$ cat src/rtl/equilibrium_maxxing_pkg.sv
// Shared constants for the equilibrium game datapath: FSM encodings, LED count default
// and the LFSR width/taps used by every pseudo-random source.
package equilibrium_maxxing_pkg;

    localparam int N_LEDS_DEF = 11;
    localparam int DB_W       = 2;

    localparam int          LFSR_W    = 16;
    // Fibonacci taps 16,14,13,11 expressed as a mask over q[15:0]
    localparam logic [15:0] LFSR_TAPS = 16'hB400;

    localparam logic [DB_W-1:0] ST_IDLE    = 2'b00;
    localparam logic [DB_W-1:0] ST_SORTEIA = 2'b01;
    localparam logic [DB_W-1:0] ST_ESPERA  = 2'b10;
    localparam logic [DB_W-1:0] ST_ACERTO  = 2'b11;

endpackage

$ cat src/rtl/lfsr16.sv
// 16-bit Fibonacci LFSR, free running, loaded with SEED while reset is low.
// SEED must be non-zero or the register locks up at zero.
module lfsr16
    import equilibrium_maxxing_pkg::*;
#(
    parameter logic [15:0] SEED = 16'hACE1
) (
    input  logic        clock,
    input  logic        reset,
    output logic [15:0] q
);

    logic feedback;

    assign feedback = ^(q & LFSR_TAPS);

    always_ff @(posedge clock) begin
        if (!reset) begin
            q <= SEED;
        end else begin
            q <= {q[14:0], feedback};
        end
    end

endmodule

$ cat src/rtl/jogada_led_target.sv
// Play responder: draws a random target LED on each request, waits for the lever balance to hold it,
// and reports a hit (ponto_evento) or a timeout (erro_evento). Optional macro FADE_PWM_EN adds LED fading.
module jogada_led_target
    import equilibrium_maxxing_pkg::*;
#(
    parameter int          N_LEDS         = N_LEDS_DEF,
    parameter int          POS_W          = 16,
    parameter int unsigned HOLD_BASE      = 25_000_000,
    parameter int unsigned TIMEOUT_CYCLES = 500_000_000,
    parameter logic [15:0] LFSR_SEED      = 16'hACE1
) (
    input  logic              clock,
    input  logic              reset,
    input  logic              gerar_nova_jogada,
    input  logic [1:0]        nivel,
    input  logic [POS_W-1:0]  alavanca1,
    input  logic [POS_W-1:0]  alavanca2,
    output logic [N_LEDS-1:0] leds,
    output logic              ponto_evento,
    output logic              erro_evento,
    output logic [3:0]        alvo_idx,
    output logic [DB_W-1:0]   db_estado
);

    logic [LFSR_W-1:0] lfsr;
    logic [DB_W-1:0]   state;
    logic              gerar_q;
    logic [3:0]        prev_idx;
    logic              prev_valid;
    logic [31:0]       hold_req;
    logic [31:0]       hold_cnt;
    logic [31:0]       timer;

    lfsr16 #(.SEED(LFSR_SEED)) u_lfsr (
        .clock (clock),
        .reset (reset),
        .q     (lfsr)
    );

    logic req_rise;
    assign req_rise = gerar_nova_jogada & ~gerar_q;

    // Lever balance: half the signed difference, offset to unsigned, scaled onto the LED bar
    logic signed [POS_W:0] diff;
    logic [POS_W-1:0]      pos_off;
    logic [POS_W+4:0]      prod;
    logic [3:0]            pos_idx;
    logic                  unused_bits;

    assign diff        = $signed({alavanca1[POS_W-1], alavanca1}) - $signed({alavanca2[POS_W-1], alavanca2});
    assign pos_off     = diff[POS_W:1] ^ {1'b1, {(POS_W-1){1'b0}}};
    assign prod        = {5'd0, pos_off} * (POS_W+5)'(N_LEDS);
    assign pos_idx     = prod[POS_W+3:POS_W];
    assign unused_bits = ^{diff[0], prod[POS_W+4]};

    logic [3:0] cand_raw;
    logic [3:0] cand;

    always_comb begin
        cand_raw = 4'(lfsr % 16'(N_LEDS));
        cand     = cand_raw;
        if (prev_valid && cand_raw == prev_idx) begin
            cand = (cand_raw == 4'(N_LEDS - 1)) ? 4'd0 : cand_raw + 4'd1;
        end
    end

    logic match;
    logic hit;
    logic timeout;

    assign match   = (pos_idx == alvo_idx);
    assign hit     = match && (hold_cnt == hold_req - 32'd1);
    assign timeout = (timer == 32'(TIMEOUT_CYCLES - 1));

    always_ff @(posedge clock) begin
        if (!reset) begin
            state      <= ST_IDLE;
            gerar_q    <= 1'b0;
            alvo_idx   <= 4'd0;
            prev_idx   <= 4'd0;
            prev_valid <= 1'b0;
            hold_req   <= 32'd0;
            hold_cnt   <= 32'd0;
            timer      <= 32'd0;
        end else begin
            gerar_q <= gerar_nova_jogada;
            case (state)
                ST_IDLE: begin
                    if (req_rise) state <= ST_SORTEIA;
                end
                ST_SORTEIA: begin
                    alvo_idx   <= cand;
                    prev_idx   <= cand;
                    prev_valid <= 1'b1;
                    hold_req   <= 32'(HOLD_BASE) * ({30'd0, nivel} + 32'd1);
                    hold_cnt   <= 32'd0;
                    timer      <= 32'd0;
                    state      <= ST_ESPERA;
                end
                ST_ESPERA: begin
                    hold_cnt <= match ? hold_cnt + 32'd1 : 32'd0;
                    timer    <= timer + 32'd1;
                    // a fresh request abandons the play silently; a hit beats a coincident timeout
                    if (req_rise)     state <= ST_SORTEIA;
                    else if (hit)     state <= ST_ACERTO;
                    else if (timeout) state <= ST_IDLE;
                end
                ST_ACERTO: begin
                    state <= ST_IDLE;
                end
                default: state <= ST_IDLE;
            endcase
        end
    end

    assign ponto_evento = (state == ST_ACERTO);
    assign erro_evento  = (state == ST_ESPERA) && timeout && !hit && !req_rise;
    assign db_estado    = state;

    logic [N_LEDS-1:0] target_onehot;
    assign target_onehot = N_LEDS'(1) << alvo_idx;

`ifdef FADE_PWM_EN
    localparam int TW = ($clog2(TIMEOUT_CYCLES) < 8) ? 8 : $clog2(TIMEOUT_CYCLES);

    logic [7:0] pwm_cnt;
    logic [7:0] duty;

    always_ff @(posedge clock) begin
        if (!reset) pwm_cnt <= 8'd0;
        else        pwm_cnt <= pwm_cnt + 8'd1;
    end

    // duty follows the top of the elapsed time, so the LED brightens as the deadline nears
    assign duty = timer[TW-1 -: 8];

    always_comb begin
        leds = '0;
        if (state == ST_ESPERA && (match || pwm_cnt < duty)) leds = target_onehot;
    end
`else
    always_comb begin
        leds = '0;
        if (state == ST_ESPERA) leds = target_onehot;
    end
`endif

endmodule

$ cat config.mk
export PLATFORM = sky130hd
export DESIGN_NAME = jogada_led_target
export DESIGN_NICKNAME = d
export VERILOG_FILES = /design/src/rtl/equilibrium_maxxing_pkg.sv /design/src/rtl/lfsr16.sv /design/src/rtl/jogada_led_target.sv
export SDC_FILE = /design/constraint.sdc
export NUM_CORES = 1
export LEC_CHECK = 0
export CAP_MARGIN = 5
export CORE_ASPECT_RATIO = 0.7
export CORE_MARGIN = 2
export CORE_UTILIZATION = 63
export CTS_CLUSTER_DIAMETER = 150
export DETAILED_ROUTE_END_ITERATION = 16
export PLACE_DENSITY = 0.83
export SLEW_MARGIN = 0
export SYNTH_ARGS = -nofsm -noshare
export SYNTH_HDL_FRONTEND = slang
export SYNTH_HIERARCHICAL = 1
export SYNTH_SLANG_ARGS = --single-unit
$ cat constraint.sdc
create_clock -name clock -period 11.2 [get_ports clock]
set_input_delay 2.24 -clock clock [delete_from_list [all_inputs] [get_ports clock]]
set_output_delay 2.24 -clock clock [all_outputs]
set_load 0.02 [all_outputs]
==> results of run 1 <==
-- final timing paths --
path	startpoint	end	slack, ns	cells after the start
hold reg to reg	timer[1]	timer[1]	0.50	2
setup / recovery	alavanca1[0]	erro_evento	0.57	32
setup reg to reg	u_lfsr/q[11]	prev_idx[2]	0.83	31
hold / removal	timer[1]	timer[1]	0.50	2
-- critical path: cells and delay by family --
kind            cells  cell delay, ns
compound gates     18            3.10
xor+xnor            1            0.14
fa+ha+maj           4            1.53
buf+inv             4            0.66
simple gates        5            0.74
-- kinds of logic (layout without fill, tap and decap cells) --
logic type | Yosys count | after routing | share of synthesized area, %
simple gates | 569 | 569 | 27.05
compound gates | 412 | 412 | 27.00
buf+inv | 204 | 207 | 7.707
flops | 103 | 103 | 18.65
xor+xnor | 91 | 91 | 7.209
fa+ha+maj | 84 | 84 | 10.43
mux | 21 | 21 | 1.913
other cells | 1 | 1 | 0.03392
-- cells in the mapped netlist, types with 8 or more instances --
library cell  instances  area, um^2
nor2_1              159       596.8
inv_1               117       439.2
dfxtp_1             103        2062
a21oi_1              86       430.4
o21ai_0              78       390.4
ha_1                 69       863.3
nand2_1              65       244.0
nor3_1               57       285.3
xnor2_1              54       473.0
nand3_1              51       255.2
and3_1               43       269.0
clkbuf_1             43       161.4
xor2_1               37       324.1
nor3b_1              32       240.2
nand4_1              30       187.7
a21o_1               25       187.7
nand2b_1             24       150.1
and2_1               23       143.9
buf_2                21       105.1
a211oi_1             20       150.1
mux2i_1              20       200.2
nor4_1               19       118.9
o21a_1               16       120.1
or3_1                15       93.84
a31oi_1              14       87.58
fa_1                 14       280.3
o211ai_1             13       97.59
o21ai_1              13       65.06
buf_4                12       90.09
nor2b_1              11       68.82
o22ai_1              10       62.56
o31ai_1              10       75.07
a211o_1               8       70.07
-- layout make-up --
class,instances,area (um^2),share of cell area (%)
clock buffer,9,225.2,1.885
inverter,122,457.9,3.832
multi-input combinational,1178,8169,68.37
sequential,103,2066,17.29
clock inverter,7,91.34,0.7644
timing repair buffer,69,650.6,5.445
tap,231,289.0,2.419
-- power by group through the flow --
stage | Sequential [mW] | Combinational, mW | Clock, mW
global route | 0.452 | 2.59 | 0.357
floorplan | 0.422 | 1.88 | 0
CTS | 0.445 | 2.30 | 0.344
detailed placement | 0.454 | 2.29 | 0
global placement | 0.453 | 2.19 | 0
finish | 0.447 | 2.39 | 0.339
-- sequential cells by signal, indices dropped and copies added, names as in the netlist --
name	flops
hold_req	16
db_estado	2
hold_cnt	32
u_lfsr/q	16
timer	32
gerar_q	1
prev_idx	4
-- repair_timing --
action | CTS | global route
setup buffers | 0 | 1
hold buffers | 0 | 0
gates resized for setup | 1 | 11
hold endpoints to repair | 0 | 0
endpoints found under the setup margin | 1 | 4
pin swaps | 0 | 2
gates cloned | 0 | 0
-- through the flow --
step	cells	cell area (um^2)	total power, mW	hold slack [ns]	setup slack [ns]
global route	1719	11950	3.401	0.5249	0.08164
finish	1719	11950	3.172	0.4966	0.5725
CTS	1718	11920	3.091	0.4966	0.1875
floorplan	1485	11060	2.297	0.4050	1.175
global placement	1702	11600	2.647	0.4747	0.2254
detailed placement	1702	11600	2.740	0.4842	-0.04190
-- layer usage --
layer  up-vias  track usage [%]  share of wire, %
li1       5427                -                 -
met1      5222            43.48                46
met2       581            45.93                43
met3        59            5.339               9.8
met4         0            8.437               2.2
met5         -                0                 0
==> results.sh, run 1 <==
export IMPL_status="complete, no violations"
export IMPL_fin_util_pct=69.61
export IMPL_numClockSinks=103
export IMPL_clock_latency_ns=0.37
export IMPL_synth_distinct_cells=110
export IMPL_p_sw_mw=1.706
export IMPL_syn_num_nets=1605
export IMPL_yosysWarnings=6
export IMPL_finalCritPeriodShare_pct=94.89
export IMPL_area_delta_synth_final_pct=8.081
export IMPL_switching_share_pct=53.78
export IMPL_syn_avg_cell_area_um2=7.445
export IMPL_finClkSkew_ns=0.008464
export IMPL_synth_async_reset_ratio_pct=0
export IMPL_grt_pass1_vias=9967
export IMPL_grt_ovfl_total=0
export IMPL_grt_max_degree=63
export IMPL_num_vias=11289
export IMPL_syn_inst=1485
export IMPL_start_kind="primary input"
export IMPL_finalSetupViolations=0
export IMPL_critPathMaxStageDelay_ns=0.53
export IMPL_worst_slew_pin_transition_ns=1.124
export IMPL_pwr_share_clk_pct=10.7
export IMPL_fp_dieH_um=114.8
export IMPL_max_freq_ghz=0.09410
export IMPL_slew_violations=0
export IMPL_crit_fanout=4
export IMPL_leakagePower_nw=4.828
export IMPL_drcViolationCount=0
export IMPL_p_seq_share_pct=14.1
export IMPL_dp_hpwl_um=20650
export IMPL_ctsRootBufferMaster="clkbuf_16"
export IMPL_gp_congestion=0.9718
export IMPL_grtUsageTotal_pct=30.01
export IMPL_final_common_cell="nor2_1"
export IMPL_worst_path_max_delay_cell="fa_1"
export IMPL_io_pins=56
export IMPL_combPwrFrac_pct=75.2
export IMPL_worst_setup_path_end_kind="output port"
export IMPL_ant_nets=0
export IMPL_syn_area_um2=11060
export IMPL_final_cell_mix="159 x nor2_1, 117 x inv_1, 100 x dfxtp_1, 83 x a21oi_1, 77 x o21ai_0"
export IMPL_finalSetupTns_ns=0
export IMPL_antenna_found_initial=0
export IMPL_slew_headroom_pct=23.10
export IMPL_finalHoldViolCount=0
export IMPL_path_clk_slew_ns=0.08
export IMPL_criticalPathCategory="primary input to output port"
export IMPL_core_um2=17170
export IMPL_drv_cap=0
export IMPL_vias_per_cell=6.567
export IMPL_p_per_area_nw_per_um2=265.4
export IMPL_cp_required_ns=8.96
export IMPL_die_area_um2=18640
export IMPL_cts_made_buffers=9
export IMPL_cts_htree_levels=3
export IMPL_layout_drive_gt1_share_pct=5.444
export IMPL_synth_seq_cells=103
export IMPL_nets=1603
export IMPL_port_buffers=55
export IMPL_die_x_um=162.3
export IMPL_timing_final_crit_period_ns=10.63
export IMPL_synthFlopType="dfxtp_1"
export IMPL_grt_pass1_wl_um=47110
export IMPL_rsz0062_at_grt="false"
export IMPL_cts_buffer_depth=2
export IMPL_synth_seq_area_share_pct=18.65
export IMPL_arrival_ns=8.39
export IMPL_drtPass1Iterations=7
export IMPL_path_common_cell="a21o_1"
export IMPL_num_antenna_cells=0
export IMPL_min_path_type="flip-flop to flip-flop"
export IMPL_ir_drop_mv=0.2635
export IMPL_fillers=1395
export IMPL_first_iter_violations=1410
export IMPL_wirelength_um=28490
export IMPL_intPower_mw=1.466
export IMPL_synth_edf_count=0
export IMPL_cts_tree="built"
export IMPL_initial_core_util_pct=64.40
export IMPL_post_drt_wl_per_cell_um=16.58
export IMPL_rows=40
No activity file was read; power rests on OpenSTA's default activity.
==> inputs of run 2 (changes only) <==
==> constraint.sdc (replaced) <==
create_clock -name clock -period 11.2 [get_ports clock]
set_input_delay 2.24 -clock clock [delete_from_list [all_inputs] [get_ports clock]]
set_output_delay 2.24 -clock clock [all_outputs]
set_load 0.05 [all_outputs]
==> results.sh, run 2 (synthesis gave the netlist of run 1 again) <==
export IMPL_drtPass1Iterations=6
export IMPL_grt_max_degree=63
export IMPL_cts_made_buffers=9
export IMPL_post_drt_wl_per_cell_um=16.39
export IMPL_hold_slack_ns=0.5026
export IMPL_cts_htree_levels=3
export IMPL_layout_drive_gt1_share_pct=5.380
export IMPL_gp_congestion=0.9682
export IMPL_hold_depth=2
export IMPL_cts_setup_buffers=0
export IMPL_p_per_area_nw_per_um2=264.3
export IMPL_met3WireLength_um=2500
export IMPL_fillers=1385
export IMPL_finalSetupViolations=0
export IMPL_ctsRootBufferMaster="clkbuf_16"
export IMPL_initial_core_util_pct=64.40
export IMPL_wirelength_met1_um=13270
export IMPL_drcViolationCount=0
export IMPL_grt_pass1_wl_um=46360
export IMPL_cp_required_ns=8.96
export IMPL_num_antenna_cells=0
export IMPL_wirelength_um=28160
export IMPL_drv_cap=0
export IMPL_dp_hpwl_um=20600
export IMPL_finClkSkew_ns=0.01243
export IMPL_worst_slew_pin_transition_ns=1.205
export IMPL_num_vias=11146
export IMPL_finalCritPeriodShare_pct=96.15
export IMPL_r2r_end="prev_idx[0]"
export IMPL_hold_start="timer[0]"
export IMPL_first_iter_violations=1383
export IMPL_antenna_found_initial=0
export IMPL_reg2regPathDepth=31
export IMPL_clock_latency_ns=0.37
export IMPL_ant_nets=0
export IMPL_r2r_slack_ns=0.80
export IMPL_grt_pass1_vias=9837
export IMPL_finalHoldViolCount=0
export IMPL_fin_util_pct=69.61
export IMPL_grt_ovfl_total=0
export IMPL_min_path_type="flip-flop to flip-flop"
export IMPL_arrival_ns=8.53
export IMPL_start_kind="primary input"
export IMPL_crit_start="alavanca2[1]"
export IMPL_multiInputGateArea_um2=8165
export IMPL_nets=1602
export IMPL_numClockSinks=103
export IMPL_path_clk_slew_ns=0.09
export IMPL_regArea_um2=2067
export IMPL_slew_violations=0
export IMPL_cts_tree="built"
export IMPL_hold_end="timer[0]"
export IMPL_largestRegisters="hold_cnt x32, timer x32"
export IMPL_io_pins=56
export IMPL_worst_path_max_delay_cell="fa_1"
export IMPL_leakagePower_nw=4.823
export IMPL_grtUsageTotal_pct=29.48
export IMPL_status="complete, no violations"
export IMPL_critPathMaxStageDelay_ns=0.50
export IMPL_timing_final_crit_period_ns=10.77
export IMPL_final_common_cell="nor2_1"
export IMPL_slew_headroom_pct=19.65
export IMPL_max_freq_ghz=0.09286
export IMPL_die_area_um2=18640
export IMPL_wl_met2_um=11960
export IMPL_final_cell_mix="159 x nor2_1, 117 x inv_1, 99 x dfxtp_1, 84 x a21oi_1, 77 x o21ai_0"
export IMPL_cts_buffer_depth=2
export IMPL_crit_fanout=4
export IMPL_top_layer="met4"
export IMPL_area_delta_synth_final_pct=8.081
export IMPL_path_common_cell="o21a_1"
export IMPL_core_um2=17170
export IMPL_ir_drop_mv=0.2478
export IMPL_criticalPathCategory="primary input to output port"
export IMPL_vias_per_cell=6.488
export IMPL_die_x_um=162.3
export IMPL_rows=40
export IMPL_port_buffers=55
export IMPL_worst_setup_path_end_kind="output port"
export IMPL_rr_startpoint="u_lfsr/q[11]"
export IMPL_fp_dieH_um=114.8
==> run 2: cell count changes in the layout (fill, tap and decap cells not counted), sizes merged <==
cell    before  now
clkinv       7    6
inv        122  123
clkbuf      10    9
==> run 2: worst max-delay path, delay by kind of cell <==
kind	cells	cell delay [ns]
compound gates	17	3.00
xor+xnor	2	0.28
simple gates	7	0.84
fa+ha+maj	4	1.39
buf+inv	5	0.79
==> run 2: per-stage QoR <==
step / instances / area (um^2) / power [mW] / TNS, ns / setup WS [ns]
final: 1718 / 11950 / 3.158 / 0 / 0.4315
after global placement: 1702 / 11610 / 2.664 / 0 / 0.5274
after CTS: 1718 / 11920 / 3.091 / 0 / 0.2095
after detailed placement: 1702 / 11610 / 2.744 / 0 / 0.2632
after global routing: 1718 / 11950 / 3.420 / -0.03850 / -0.03850
after floorplan: 1485 / 11060 / 2.316 / 0 / 0.5856
==> run 2: final cells by class <==
class	count	area share (%)
Tap cell	231	2.419
Clock inverter	7	0.7225
Clock buffer	9	1.885
Timing Repair Buffer	68	5.508
Multi-Input combinational cell	1178	68.33
Inverter	122	3.832
Sequential cell	103	17.30
==> run 2: how the worst max path moves through the flow <==
stage                             end  cells after the start  slack (ns)
final                     erro_evento                     35        0.43
after global routing      erro_evento                     32       -0.04
after CTS                 erro_evento                     35        0.21
after detailed placement  erro_evento                     35        0.26
after global placement    erro_evento                     32        0.53
after floorplan           erro_evento                     30        0.59
==> run 2: metal layers <==
layer	global-route usage [%]	vias up
met5	0	-
met2	45.42	520
met1	42.03	5157
met4	7.729	0
met3	6.277	53
li1	-	5416
==> run 2: report_power, final <==
group / leakage (nW) / total, mW / switching [mW] / internal, mW
clock network: 0.154 / 0.334 / 0.171 / 0.163
registers: 0.837 / 0.447 / 0.0587 / 0.388
logic: 3.83 / 2.38 / 1.46 / 0.916
==> run 2: what timing repair did <==
action                                  CTS  global route
gates resized for setup                   0             8
hold buffers                              0             0
endpoints found under the setup margin    0             5
==> inputs of run 3 (changes only) <==
--- a/config.mk
+++ b/config.mk
@@ -8,10 +8,10 @@
 export CAP_MARGIN = 5
 export CORE_ASPECT_RATIO = 0.7
 export CORE_MARGIN = 2
-export CORE_UTILIZATION = 63
+export CORE_UTILIZATION = 56
 export CTS_CLUSTER_DIAMETER = 150
 export DETAILED_ROUTE_END_ITERATION = 16
-export PLACE_DENSITY = 0.83
+export PLACE_DENSITY = 0.75
 export SLEW_MARGIN = 0
 export SYNTH_ARGS = -nofsm -noshare
 export SYNTH_HDL_FRONTEND = slang
==> results.sh, run 3 (synthesis gave the netlist of run 1 again) <==
export IMPL_status="complete, no violations"
export IMPL_cts_made_buffers=9
export IMPL_total_power_mw=3.131
export IMPL_initial_core_util_pct=57.80
export IMPL_vias_per_cell=6.257
export IMPL_dp_hpwl_um=20180
export IMPL_criticalPathCategory="primary input to output port"
export IMPL_worst_path_max_delay_cell="fa_1"
export IMPL_rows=42
export IMPL_drcViolationCount=0
export IMPL_grt_ovfl_total=0
export IMPL_start_kind="primary input"
export IMPL_timing_final_crit_period_ns=10.64
export IMPL_p_per_area_nw_per_um2=260.3
export IMPL_dp_cells=1741
export IMPL_final_cells=1757
export IMPL_slew_headroom_pct=33.90
export IMPL_hold_slack_ns=0.5063
export IMPL_worst_setup_path_end_kind="output port"
export IMPL_cts_setup_buffers=0
export IMPL_fillers=1752
export IMPL_finalSetupViolations=0
export IMPL_fp_dieH_um=121.6
export IMPL_min_path_type="flip-flop to flip-flop"
export IMPL_path_clk_slew_ns=0.07
export IMPL_drv_cap=0
export IMPL_max_freq_ghz=0.09402
export IMPL_final_cell_mix="158 x nor2_1, 117 x inv_1, 103 x dfxtp_1, 84 x a21oi_1, 77 x o21ai_0"
export IMPL_num_vias=10994
export IMPL_num_antenna_cells=0
export IMPL_multiInputGateArea_um2=8165
export IMPL_ant_nets=0
export IMPL_leakagePower_nw=4.850
export IMPL_cts_tree="built"
export IMPL_layout_drive_gt1_share_pct=5.559
export IMPL_cp_required_ns=8.96
export IMPL_cts_buffer_depth=2
export IMPL_grtUsageTotal_pct=26.63
export IMPL_antenna_found_initial=0
export IMPL_nets=1608
export IMPL_slew_violations=0
export IMPL_finalCritPeriodShare_pct=94.96
export IMPL_largestRegisters="hold_cnt x32, timer x32"
export IMPL_finalSetupTns_ns=0
export IMPL_die_x_um=171.9
export IMPL_ir_drop_mv=0.2713
export IMPL_port_buffers=55
export IMPL_die_area_um2=20900
export IMPL_wirelength_um=27720
export IMPL_cts_htree_levels=3
export IMPL_fin_util_pct=62.87
export IMPL_final_common_cell="nor2_1"
export IMPL_worst_slew_pin_transition_ns=0.9915
export IMPL_drtPass1Iterations=6
export IMPL_finClkSkew_ns=0.008656
export IMPL_finalHoldViolCount=0
export IMPL_gp_congestion=0.8999
export IMPL_grt_pass1_vias=9665
export IMPL_area_delta_synth_final_pct=8.782
export IMPL_ctsRootBufferMaster="clkbuf_16"
export IMPL_grt_pass1_wl_um=46820
export IMPL_post_drt_wl_per_cell_um=15.78
export IMPL_io_pins=56
export IMPL_first_iter_violations=1240
export IMPL_grt_max_degree=63
export IMPL_arrival_ns=8.40
export IMPL_critPathMaxStageDelay_ns=0.53
export IMPL_regArea_um2=2062
export IMPL_crit_fanout=4
export IMPL_path_common_cell="a21o_1"
export IMPL_core_um2=19130
export IMPL_numClockSinks=103
export IMPL_clock_latency_ns=0.36
export IMPL_rsz0062_at_grt="false"
-- run 3: cell types whose count changed in the layout (fill, tap and decap cells not counted), moves of 2 or more --
cell,delta
dfxtp_1,+4
inv_8,-4
dfxtp_2,-4
buf_4,+6
clkinv_4,+2
-- run 3: what timing repair did --
item                                    in CTS  in global routing
hold buffers                                 0                  0
endpoints found under the setup margin       0                  1
gates resized for setup                      0                  5
-- run 3: per-layer routing --
layer | share of wire [%] | vias to the layer above | GRT usage, %
li1 | - | 5415 | -
met1 | 51 | 5104 | 41.86
met2 | 41 | 448 | 38.48
met3 | 7.2 | 27 | 3.606
met4 | 1.0 | 0 | 5.095
met5 | 0 | - | 0
-- run 3: cell type report --
type / count / area share [%]
Inverter: 122 / 3.808
Timing Repair Buffer: 74 / 5.847
Clock inverter: 6 / 0.5722
Clock buffer: 10 / 1.987
Multi-Input combinational cell: 1178 / 67.89
Sequential cell: 103 / 17.15
Tap cell: 264 / 2.747
-- run 3: metrics by stage --
step                      cell area [um^2]  setup WS, ns
after detailed placement             11700        0.3327
final                                12030        0.5641
after CTS                            12010        0.3300
after floorplan                      11060        0.5856
after global placement               11700        0.4933
after global routing                 12030       0.02311
-- run 3: worst max-delay path: cells and delay by family --
kind                     cells  cell delay (ns)
AO/OA/AOI/OAI               18             3.05
buffers and inverters        4             0.65
AND/OR/NAND/NOR              4             0.67
adder cells (fa/ha/maj)      4             1.53
XOR/XNOR                     2             0.26
-- run 3: worst paths after layout --
check                     from           to  slack, ns  cells past startpoint
setup / recovery  alavanca1[0]  erro_evento       0.56                     32
hold / removal        timer[1]     timer[1]       0.51                      2
setup reg to reg  u_lfsr/q[15]  prev_idx[2]       0.97                     32
hold reg to reg       timer[1]     timer[1]       0.51                      2
-- run 3: power breakdown --
group / total (mW) / internal [mW] / leakage, nW / switching, mW
Clock: 0.324 / 0.181 / 0.149 / 0.143
Sequential: 0.447 / 0.388 / 0.838 / 0.0593
Combinational: 2.36 / 0.917 / 3.86 / 1.44
